--- src/rtl/abr_ram_fifo_ctrl.sv ---
// FIFO controller for an external 1R1W registered-read RAM with a 2-entry output stage.
// Define ABR_RAM_FIFO_HWM_EN to build the high-water-mark register.
module abr_ram_fifo_ctrl #(
  parameter int DEPTH      = 512,
  parameter int DATA_WIDTH = 4,
  parameter int ADDR_WIDTH = $clog2(DEPTH)
) (
  input  logic                  clk_i,
  input  logic                  rst_i,
  input  logic                  wvalid_i,
  output logic                  wready_o,
  input  logic [DATA_WIDTH-1:0] wdata_i,
  output logic                  rvalid_o,
  input  logic                  rready_i,
  output logic [DATA_WIDTH-1:0] rdata_o,
  output logic                  ram_we_o,
  output logic [ADDR_WIDTH-1:0] ram_waddr_o,
  output logic [DATA_WIDTH-1:0] ram_wdata_o,
  output logic                  ram_re_o,
  output logic [ADDR_WIDTH-1:0] ram_raddr_o,
  input  logic [DATA_WIDTH-1:0] ram_rdata_i,
  output logic [ADDR_WIDTH+1:0] count_o,
  output logic [ADDR_WIDTH+1:0] hwm_o
);

  logic [ADDR_WIDTH:0]   wptr;
  logic [ADDR_WIDTH:0]   rptr;
  logic [ADDR_WIDTH:0]   ram_cnt;
  logic                  inflight;
  logic [1:0]            stage_cnt;
  logic [DATA_WIDTH-1:0] stage0;
  logic [DATA_WIDTH-1:0] stage1;
  logic                  push;
  logic                  pop;
  logic                  issue;
  logic [2:0]            occ;

  // ram_cnt never exceeds DEPTH, so its MSB alone flags a full RAM
  assign ram_cnt  = wptr - rptr;
  assign wready_o = ~ram_cnt[ADDR_WIDTH];
  assign push     = wvalid_i & wready_o & ~rst_i;
  assign rvalid_o = (stage_cnt != 2'd0);
  assign pop      = rvalid_o & rready_i & ~rst_i;
  assign rdata_o  = stage0;

  assign occ   = {1'b0, stage_cnt} + {2'b00, inflight} - {2'b00, pop};
  assign issue = (ram_cnt != '0) & (occ < 3'd2) & ~rst_i;

  assign ram_we_o    = push;
  assign ram_waddr_o = wptr[ADDR_WIDTH-1:0];
  assign ram_wdata_o = wdata_i;
  assign ram_re_o    = issue;
  assign ram_raddr_o = rptr[ADDR_WIDTH-1:0];

  assign count_o = {1'b0, ram_cnt}
                 + {{(ADDR_WIDTH+1){1'b0}}, inflight}
                 + {{ADDR_WIDTH{1'b0}}, stage_cnt};

  always_ff @(posedge clk_i) begin
    if (rst_i) begin
      wptr      <= '0;
      rptr      <= '0;
      inflight  <= 1'b0;
      stage_cnt <= 2'd0;
      stage0    <= '0;
      stage1    <= '0;
    end else begin
      if (push) wptr <= wptr + 1'b1;
      if (issue) rptr <= rptr + 1'b1;
      inflight <= issue;
      case ({pop, inflight})
        2'b11: begin
          if (stage_cnt == 2'd1) begin
            stage0 <= ram_rdata_i;
          end else begin
            stage0 <= stage1;
            stage1 <= ram_rdata_i;
          end
        end
        2'b10: begin
          stage0    <= stage1;
          stage_cnt <= stage_cnt - 2'd1;
        end
        2'b01: begin
          if (stage_cnt == 2'd0) stage0 <= ram_rdata_i;
          else stage1 <= ram_rdata_i;
          stage_cnt <= stage_cnt + 2'd1;
        end
        default: ;
      endcase
    end
  end

`ifdef ABR_RAM_FIFO_HWM_EN
  logic [ADDR_WIDTH+1:0] hwm;

  always_ff @(posedge clk_i) begin
    if (rst_i) hwm <= '0;
    else if (count_o > hwm) hwm <= count_o;
  end

  assign hwm_o = hwm;
`else
  assign hwm_o = '0;
`endif

endmodule

--- config.mk ---
export PLATFORM = sky130hd
export DESIGN_NAME = abr_ram_fifo_ctrl
export DESIGN_NICKNAME = d
export VERILOG_FILES = /design/src/rtl/abr_ram_fifo_ctrl.sv
export SDC_FILE = /design/constraint.sdc
export NUM_CORES = 1
export LEC_CHECK = 0
export ABC_AREA = 1
export CORE_MARGIN = 8
export CORE_UTILIZATION = 46
export DETAILED_ROUTE_END_ITERATION = 10
export PLACE_DENSITY = 0.83
export SLEW_MARGIN = 20
export SYNTH_ARGS = -nofsm -noshare
export SYNTH_HDL_FRONTEND = slang
export SYNTH_SLANG_ARGS = --single-unit
--- constraint.sdc ---
create_clock -name clk_i -period 2.45 [get_ports clk_i]
set_input_delay 0.245 -clock clk_i [delete_from_list [all_inputs] [get_ports clk_i]]
set_output_delay 0.245 -clock clk_i [all_outputs]
set_load 0.02 [all_outputs]
==> results.md, run 1 <==
* First-pass GRT wire length at 12.6 mm
* Fin. max-slew vios at 0
* Synth Area in Compound Gates at 6.68%
* Dpl cells at 582
* Die width at 93.9 µm
* Register share of total power at 11.8%
* Number of fill cells at 461
* VDD IR-drop max at 1010 µV
* CP Max Fanout at 2
* Number of global-route vias before repair at 2955
* Die area at 8810 µm²
* Commonest non-fill, non-tap cell in the layout: nand2_1
* Peak Freq at 0.346 GHz
* Final period util at 118%
* Cell Pwr Density at 1480 nW/µm²
* Hold buffer count at cts at 0
* Main combinational cell family by area after synthesis: simple AND/OR/NAND/NOR gates
* Final Cell Area at 4010 µm²
* Most frequent cells in the layout: nand2_1, buf_4, inv_1
* Register area share after synthesis at 22.2%
* Crit path DAT at 2.65 ns
* Pre-CTS setup slack at -0.625 ns
* Core area at 5890 µm²
* Endpoints failing setup at 10
* Rows at 28
* Layout Nets at 562
* Routed WL per cell at 13.6 µm
* Ys Warns at 0
* Netlist Area Pre-Place at 2790 µm²
* Clock Power Share at 9.1%
* Initial Util at 47.4%
* Synth Area in XOR/XNOR at 5.02%
* Worst Hold Class: reg -> reg
* WP data required at 2.20 ns
* ANT cells at 0
* Routed vias/inst at 5.07
* GRT overflow at 0
* Final hold slack at 0.474 ns
* CTS root buf: clkbuf_8
* Later-pin clock latency in the skew report at 0.29 ns
* Syn_area_per_cell at 6.61 µm²
* TritonCTS buffer count at 5
* Hpwl dp at 5.87 mm
* Post-Layout Cell Count at 603
* Worst Skew at 0.0101 ns
* Unrepaired setup endpoints after global routing: true
* Sw Ratio at 48.1%
* Accumulated negative setup slack at -2.78 ns
* Mapped Cells at 422
* Simple-Gate Fraction of Synth Area at 35.9%
* GRT Resource Usage Total at 17.3%
* Detailed Route WL at 8.19 mm
* Gate power share at 79.0%
* Flop and latch count out of synthesis at 31
* Pint at 3.07 mW
* Leakage power at 1.94 nW
* CTS tree: built
* Crit Path Class: reg -> out
* Clock slew at reported path FFs at 0.08 ns
* Placer congestion estimate at 0.841
* Synth cell types at 32
* Deepest clock path buffer count at 2
* Min Tclk post-route at 2.89 ns
* Setup crit end kind: output port
* Proportion of synthesized area in mux cells at 0%
* Switching power total at 2.84 mW
* Port Buffers at 44
* H-tree depth at 2
* Clock Sinks at 31
* Layout area overhead at 43.6%
* Worst Setup Start Kind: flop
* Max cap viols at 0
* Synthesized-area fraction occupied by adder cells at 11.4%
* Failing checks: negative setup slack
* Iteration-0 DRC Markers at 165
* Residual DRC count at 0
* Status: finished, violations left
* Number of detailed-route iterations in the first pass at 6
* Die H at 93.9 µm
* DRT antenna net count at 0
* I/O Pins at 64
* Vias at 3060
* Initial antenna violation count at 0
* Largest net degree at the start of global routing at 23
* Share of cells above drive strength 1 at 33.7%
* Final Hold Vio Count at 0
* Placed cell area at 3660 µm²
* Final setup margin at -0.443 ns
-- metal layers --
layer  vias up  global-route usage [%]  part of all wire (%)
met4         0                    8.32                   3.2
met5         -                       0                     0
met3        34                    3.68                   8.2
met1      1405                    18.6                    38
li1       1475                       -                     -
met2       146                    31.4                    50
-- area by class of cell --
| class | count | area, µm² | area share [%] |
|---|---|---|---|
| Tap cell | 75 | 93.8 | 2.34 |
| Multi-Input combinational cell | 296 | 1870 | 46.6 |
| Clock inverter | 2 | 35.0 | 0.874 |
| Timing Repair Buffer | 125 | 1050 | 26.1 |
| Clock buffer | 6 | 82.6 | 2.06 |
| Sequential cell | 31 | 627 | 15.6 |
| Inverter | 68 | 255 | 6.37 |
-- cell usage after synthesis --
library cell   n  share of area, %
nand2_1       90                12
inv_1         64               8.6
nor2_1        41               5.5
nand3_1       35               6.3
buf_4         33               8.9
dfxtp_1       31                22
ha_1          19               8.5
a21oi_1       16               2.9
nand2_2       15               3.4
o21ai_0       10               1.8
xor2_1        10               3.1
nor2_2         6               1.3
xnor2_1        6               1.9
nand4_1        5               1.1
fa_1           4               2.9
inv_2          4              0.54
nand3b_1       4               1.1
nor3_1         4              0.72
a21oi_2        3              0.94
nand3_2        3               1.1
o21ai_1        3              0.54
buf_2          2              0.36
clkbuf_1       2              0.27
nand2_4        2              0.81
nor2_4         2              0.81
nor4_1         2              0.45
and3_1         1              0.22
conb_1         1              0.13
nand3_4        1              0.63
nor3_2         1              0.36
o211ai_1       1              0.27
o21bai_1       1              0.27
-- metrics by stage --
stage / util (%) / power [mW]
global route: 68.1 / 6.36
CTS: 64.5 / 5.39
finish: 68.1 / 5.91
floorplan: - / 3.21
detailed placement: 62.2 / 4.84
global placement: 62.2 / 4.68
-- kinds of logic (layout without fill, tap and decap cells) --
family	after synthesis	count (layout)
AO/OA/AOI/OAI	34	34
buffers and inverters	105	201
other	1	11
adder cells (fa/ha/maj)	23	23
flip-flops	31	31
AND/OR/NAND/NOR	212	212
XOR/XNOR	16	16
-- timing repair --
item | in CTS | in global routing
gates cloned | 0 | 1
gates resized for setup | 69 | 34
endpoints found under the setup margin | 14 | 23
setup buffers | 3 | 9
pin swaps | 11 | 18
-- power groups by stage --
stage | registers [mW] | logic, mW | clock network (mW)
2_1_floorplan | 0.744 | 2.46 | 0
3_3_place_gp | 0.689 | 3.99 | 0
3_5_place_dp | 0.694 | 4.15 | 0
4_1_cts | 0.690 | 4.16 | 0.543
5_1_grt | 0.711 | 5.08 | 0.570
6_report | 0.699 | 4.67 | 0.540
-- worst max-delay path: stages, from the launching register on --
cell and delay [ns]:
dfxtp_2 0.33, inv_2 0.07, ha_4 0.12, inv_2 0.04, fa_2 0.55, inv_2 0.05, fa_2 0.36, nor2_4 0.12
nand4_1 0.14, nor2_2 0.17, nand2_2 0.12, xor2_4 0.16, buf_6 0.13
-- final timing paths --
path                                   start         end  slack [ns]  cells past startpoint
worst min register to register    rdata_o[2]  rdata_o[2]        0.47                      2
worst max-delay path                 wptr[0]  count_o[8]       -0.44                     12
worst min-delay path              rdata_o[2]  rdata_o[2]        0.47                      2
worst max register to register  stage_cnt[0]     rptr[0]        0.01                     15
-- registers in the layout (all words and copies together) (netlist names) --
signal     cells
stage1         4
rptr          10
stage_cnt      2
rdata_o        4
inflight       1
wptr          10
No activity file was read; power rests on OpenSTA's default activity.
==> inputs of run 2 (changes only) <==
--- a/config.mk
+++ b/config.mk
@@ -6,6 +6,7 @@
 export NUM_CORES = 1
 export LEC_CHECK = 0
 export ABC_AREA = 1
+export CORE_ASPECT_RATIO = 2
 export CORE_MARGIN = 8
 export CORE_UTILIZATION = 46
 export DETAILED_ROUTE_END_ITERATION = 10
==> results.md, run 2 (synthesized netlist as in run 1, its figures left out) <==
* Leakage power at 1.96 nW (was 1.94 nW)
* Placer congestion estimate at 0.894 (was 0.841)
* CTS root buf: clkbuf_16 (was clkbuf_8)
* DRT antenna net count at 0 (unchanged)
* Final setup margin at -0.437 ns (was -0.443 ns)
* Vias at 3161 (was 3060)
* Unrepaired setup endpoints after global routing: true (unchanged)
* Initial antenna violation count at 0 (unchanged)
* Failing checks: negative setup slack (unchanged)
* Crit Path Class: reg -> out (unchanged)
* Worst rel slew slack at 66.3%
* Layout area overhead at 48.0% (was 43.6%)
* Core area at 5960 µm² (was 5890 µm²)
* Clock slew at reported path FFs at 0.05 ns (was 0.08 ns)
* Die H at 126 µm (was 93.9 µm)
* Number of detailed-route iterations in the first pass at 5 (was 6)
* Final Cell Area at 4130 µm² (was 4010 µm²)
* Placed cell area at 3640 µm² (was 3660 µm²)
* Iteration-0 DRC Markers at 229 (was 165)
* Deepest clock path buffer count at 2 (unchanged)
* Reg2reg path depth at 19 (was 15)
* Routed WL per cell at 16.1 µm (was 13.6 µm)
* Final period util at 118% (about the same)
* Most frequent cells in the layout: nand2_1, buf_4, inv_1 (unchanged)
* WP data required at 2.20 ns (about the same)
* CP Max Fanout at 2 (unchanged)
* Commonest non-fill, non-tap cell in the layout: nand2_1 (unchanged)
* Post-Layout Cell Count at 586 (was 603)
* Layout Nets at 557 (was 562)
* Critical R2R Launch: wptr[0] (was stage_cnt[0])
* CTS tree: built (unchanged)
* Final hold slack at 0.469 ns (was 0.474 ns)
* TritonCTS buffer count at 5 (unchanged)
* Die area at 8960 µm² (was 8810 µm²)
* Worst Hold Class: reg -> reg (unchanged)
* Clock Sinks at 31 (unchanged)
* Setup crit end kind: output port (unchanged)
* Endpoints failing setup at 10 (unchanged)
* ANT cells at 0 (unchanged)
* Worst Skew at 0.00585 ns (was 0.0101 ns)
* Initial Util at 46.8% (was 47.4%)
* Dpl cells at 569 (was 582)
* Top Registers: rptr: 10 flops, wptr: 10 flops (unchanged)
* Worst Setup Start Kind: flop (unchanged)
* Final Hold Vio Count at 0 (unchanged)
* Cell Pwr Density at 1540 nW/µm² (was 1480 nW/µm²)
* Die width at 71.1 µm (was 93.9 µm)
* Min Tclk post-route at 2.89 ns (about the same)
* I/O Pins at 64 (unchanged)
* Rows at 40 (was 28)
* Residual DRC count at 0 (unchanged)
* Reg-to-reg endpoint: rptr[5] (was rptr[0])
* Detailed Route WL at 9.45 mm (was 8.19 mm)
* R2R setup slack at -0.06 ns (was 0.01 ns)
* First-pass GRT wire length at 13.6 mm (was 12.6 mm)
* Fin. max-slew vios at 0 (unchanged)
* Crit path DAT at 2.64 ns (was 2.65 ns)
* Share of cells above drive strength 1 at 34.0% (was 33.7%)
* Hpwl dp at 6.60 mm (was 5.87 mm)
* Later-pin clock latency in the skew report at 0.28 ns (was 0.29 ns)
* Peak Freq at 0.346 GHz (about the same)
* GRT Resource Usage Total at 18.7% (was 17.3%)
* Worst-Margin Slew at 0.500 ns
* VDD IR-drop max at 1050 µV (was 1010 µV)
* GRT overflow at 0 (unchanged)
* Number of global-route vias before repair at 3241 (was 2955)
* Largest net degree at the start of global routing at 23 (unchanged)
* Final Util at 69.3% (was 68.1%)
* Worst setup path start: wptr[0] (unchanged)
* H-tree depth at 2 (unchanged)
* Max cap viols at 0 (unchanged)
* Status: finished, violations left (unchanged)
* Port Buffers at 44 (unchanged)
* Critical Path Sink: count_o[8] (unchanged)
* Routed vias/inst at 5.39 (was 5.07)
-- run 2: final cells by class --
class | count | area, µm²
clock buffers | 8 | 156
repair buffers | 120 | 1050
inverters | 68 | 260
fillers | 419 | 1830
multi-input cells | 296 | 1960
flip-flops and latches | 31 | 628
well taps | 63 | 78.8
-- run 2: how the worst min path moves through the flow --
stage	startpoint	endpoint	slack, ns	depth (start not counted)
floorplan	rst_i	stage_cnt[1]	0.40	3
global placement	rdata_o[0]	rdata_o[0]	0.46	2
detailed placement	rdata_o[1]	rdata_o[1]	0.46	2
global route	rdata_o[1]	rdata_o[1]	0.48	2
finish	rdata_o[1]	rdata_o[1]	0.47	2
CTS	rdata_o[1]	rdata_o[1]	0.47	2
-- run 2: timing repair --
action | in CTS | in global routing
gates cloned | 0 | 2
pin swaps | 12 | 30
setup endpoints to repair | 13 | 21
setup buffers | 3 | 6
hold buffers | 0 | 0
resized for setup | 67 | 51
-- run 2: per-stage QoR --
| stage | setup WS, ns | TNS (ns) | total power, mW |
|---|---|---|---|
| floorplan | -0.0181 | -0.0181 | 3.21 |
| global placement | -0.566 | -4.00 | 4.78 |
| detailed placement | -0.632 | -5.25 | 4.89 |
| CTS | -0.520 | -2.70 | 5.51 |
| global route | -0.555 | -4.29 | 6.76 |
| finish | -0.437 | -2.46 | 6.37 |
-- run 2: worst max-delay path, cell delays in order (launching register included) --
cell and delay, ns:
dfxtp_2 0.32, inv_2 0.07, ha_4 0.12, inv_2 0.04, fa_1 0.51, inv_2 0.06, fa_2 0.39, nor2_4 0.13
nand4_1 0.14, nor2_1 0.16, nand2_2 0.12, xor2_4 0.17, buf_6 0.13
-- run 2: routing by layer --
metal / GRT usage, % / part of all wire [%] / vias up
li1: - / - / 1470
met1: 14.9 / 31 / 1465
met2: 36.9 / 55 / 167
met3: 3.82 / 6.6 / 59
met4: 14.2 / 6.9 / 0
met5: 0 / 0 / -
-- run 2: where the power goes --
| group | switching, mW | internal [mW] |
|---|---|---|
| Clock | 0.219 | 0.432 |
| Combinational | 2.77 | 2.23 |
| Sequential | 0.0897 | 0.623 |
| Total | 3.08 | 3.29 |
==> inputs of run 3 (changes only) <==
--- a/config.mk
+++ b/config.mk
@@ -7,9 +7,10 @@
 export LEC_CHECK = 0
 export ABC_AREA = 1
 export CORE_ASPECT_RATIO = 2
-export CORE_MARGIN = 8
+export CORE_MARGIN = 2
 export CORE_UTILIZATION = 46
 export DETAILED_ROUTE_END_ITERATION = 10
+export MAX_ROUTING_LAYER = met4
 export PLACE_DENSITY = 0.83
 export SLEW_MARGIN = 20
 export SYNTH_ARGS = -nofsm -noshare
==> results.md, run 3 (synthesized netlist as in run 1, its figures left out) <==
* Clock slew at reported path FFs at 0.05 ns (about the same)
* Deepest clock path buffer count at 2 (unchanged)
* CP max-delay cell: fa_2 (was fa_1)
* Critical R2R Launch: wptr[0] (unchanged)
* Multi-input logic area at 1930 µm² (was 1960 µm²)
* Critical-path cell list: inv_2, ha_4, inv_4, fa_2, inv_2, fa_2, nor2_4, nand4_1, nor2_1, nand2_2, xor2_4, buf_6 (was inv_2, ha_4, inv_2, fa_1, inv_2, fa_2, nor2_4, nand4_1, nor2_1, nand2_2, xor2_4, buf_6)
* Initial Util at 46.8% (unchanged)
* GRT overflow at 0 (unchanged)
* Reg-to-reg endpoint: rptr[0] (was rptr[5])
* Failing checks: negative setup slack (unchanged)
* Die area at 6740 µm² (was 8960 µm²)
* Critical Path Sink: count_o[8] (unchanged)
* Crit path DAT at 2.71 ns (was 2.64 ns)
* Sequential cell area at 629 µm² (was 628 µm²)
* Accumulated negative setup slack at -2.77 ns (was -2.46 ns)
* Status: finished, violations left (unchanged)
* Global-route met2 utilization at 48.7% (was 36.9%)
* CP Max Fanout at 2 (unchanged)
* Endpoints failing setup at 10 (unchanged)
* Pre-CTS setup slack at -0.670 ns (was -0.632 ns)
* Layout area overhead at 47.3% (was 48.0%)
* Crit Path Class: reg -> out (unchanged)
* Final setup margin at -0.509 ns (was -0.437 ns)
* Core area at 5960 µm² (unchanged)
* Fin. max-slew vios at 0 (unchanged)
* Unrepaired setup endpoints after global routing: true (unchanged)
* Port Buffers at 44 (unchanged)
* Largest net degree at the start of global routing at 23 (unchanged)
* Routed WL per cell at 14.4 µm (was 16.1 µm)
* Final hold slack at 0.468 ns (was 0.469 ns)
* CP peak stage delay at 0.55 ns (was 0.51 ns)
* TritonCTS buffer count at 5 (unchanged)
* VDD IR-drop max at 1060 µV (was 1050 µV)
* Number of fill cells at 440 (was 419)
* Final Hold Vio Count at 0 (unchanged)
* GRT Resource Usage Total at 25.6% (was 18.7%)
* I/O Pins at 64 (unchanged)
* Worst Setup Start Kind: flop (unchanged)
* Hpwl dp at 6.27 mm (was 6.60 mm)
* ANT cells at 0 (unchanged)
* R2R setup slack at 0.09 ns (was -0.06 ns)
* CTS root buf: clkbuf_16 (unchanged)
* Die width at 59.1 µm (was 71.1 µm)
* Setup crit end kind: output port (unchanged)
* Most frequent cells in the layout: nand2_1, buf_4, inv_1 (unchanged)
* Later-pin clock latency in the skew report at 0.29 ns (was 0.28 ns)
* Die H at 114 µm (was 126 µm)
* Rows at 40 (unchanged)
* H-tree depth at 2 (unchanged)
* Worst setup path start: wptr[0] (unchanged)
* CTS tree: built (unchanged)
* Peak Freq at 0.338 GHz (was 0.346 GHz)
* Dpl cells at 573 (was 569)
* Worst Skew at 0.00510 ns (was 0.00585 ns)
* Number of global-route vias before repair at 2971 (was 3241)
* GR peak layer: met2 (unchanged)
* Residual DRC count at 0 (unchanged)
* Layout Nets at 561 (was 557)
* DRT antenna net count at 0 (unchanged)
* Final period util at 121% (was 118%)
* Top Registers: rptr: 10 flops, wptr: 10 flops (unchanged)
* Initial antenna violation count at 0 (unchanged)
* Worst Hold Class: reg -> reg (unchanged)
* Global Route met1 Usage at 21.8% (was 14.9%)
* Clock Sinks at 31 (unchanged)
* Number of detailed-route iterations in the first pass at 4 (was 5)
* Share of cells above drive strength 1 at 36.5% (was 34.0%)
* Max cap viols at 0 (unchanged)
* Post-Layout Cell Count at 589 (was 586)
* Detailed Route WL at 8.46 mm (was 9.45 mm)
* Vias at 3048 (was 3161)
* Cell Pwr Density at 1470 nW/µm² (was 1540 nW/µm²)
* Reg2reg path depth at 18 (was 19)
* Tot Pwr at 6.06 mW (was 6.37 mW)
* Leakage power at 1.95 nW (was 1.96 nW)
* Iteration-0 DRC Markers at 129 (was 229)
* Routed vias/inst at 5.17 (was 5.39)
* Min Tclk post-route at 2.96 ns (was 2.89 ns)
* GR Layer Usage met3 at 3.39% (was 3.82%)
* WP data required at 2.20 ns (about the same)
* Placer congestion estimate at 0.860 (was 0.894)
* First-pass GRT wire length at 12.7 mm (was 13.6 mm)
## run 3: changes by cell type in the layout (fill, tap and decap cells not counted), sizes merged
cell,before,now
clkinv,0,1
buf,86,92
clkdlybuf4s15,0,1
clkbuf,11,6
## run 3: critical path: cells and delay by family, from the launching register on
family,cells,cell delay [ns]
XOR/XNOR,1,0.17
AND/OR/NAND/NOR,4,0.61
adder cells (fa/ha/maj),3,1.05
buffers and inverters,4,0.28
flip-flops,1,0.32
## run 3: worst min-delay path by stage
stage	from	end	slack, ns	cells past startpoint
final	rdata_o[0]	rdata_o[0]	0.47	2
after global placement	rdata_o[3]	rdata_o[3]	0.46	2
after floorplan	rst_i	stage_cnt[1]	0.40	3
after CTS	rdata_o[0]	rdata_o[0]	0.47	2
after detailed placement	rdata_o[0]	rdata_o[0]	0.46	2
after global routing	wdata_i[1]	ram_wdata_o[1]	0.49	0
## run 3: area by class of cell
type | count | share of cell area (%)
tap | 63 | 1.92
multi-input combinational | 296 | 47.0
clock buffer | 6 | 3.38
clock inverter | 1 | 0.122
inverter | 68 | 6.33
sequential | 31 | 15.3
timing repair buffer | 124 | 25.9
## run 3: layer usage
metal  vias to the layer above  wire length [µm]
met5                         -                 0
li1                       1480                 -
met4                         0               403
met3                        36               351
met1                      1403              2730
met2                       129              4980
## run 3: power by group
group          leakage, nW  internal [mW]  switching [mW]
clock               0.0727          0.396           0.231
sequential           0.255          0.623          0.0854
combinational         1.63           2.13            2.59
total                 1.95           3.15            2.91
## run 3: per-stage QoR
stage / utilization, % / cell area, µm²
global route: 69.0 / 4110
global placement: 61.6 / 3670
detailed placement: 61.6 / 3670
floorplan: - / 2880
finish: 69.0 / 4110
CTS: 65.3 / 3890
## run 3: timing repair
action	4_1_cts	5_1_grt
gates resized for setup	79	42
hold buffers	0	0
buffers inserted	6	5
pin swaps	20	16
setup endpoints to repair	13	21
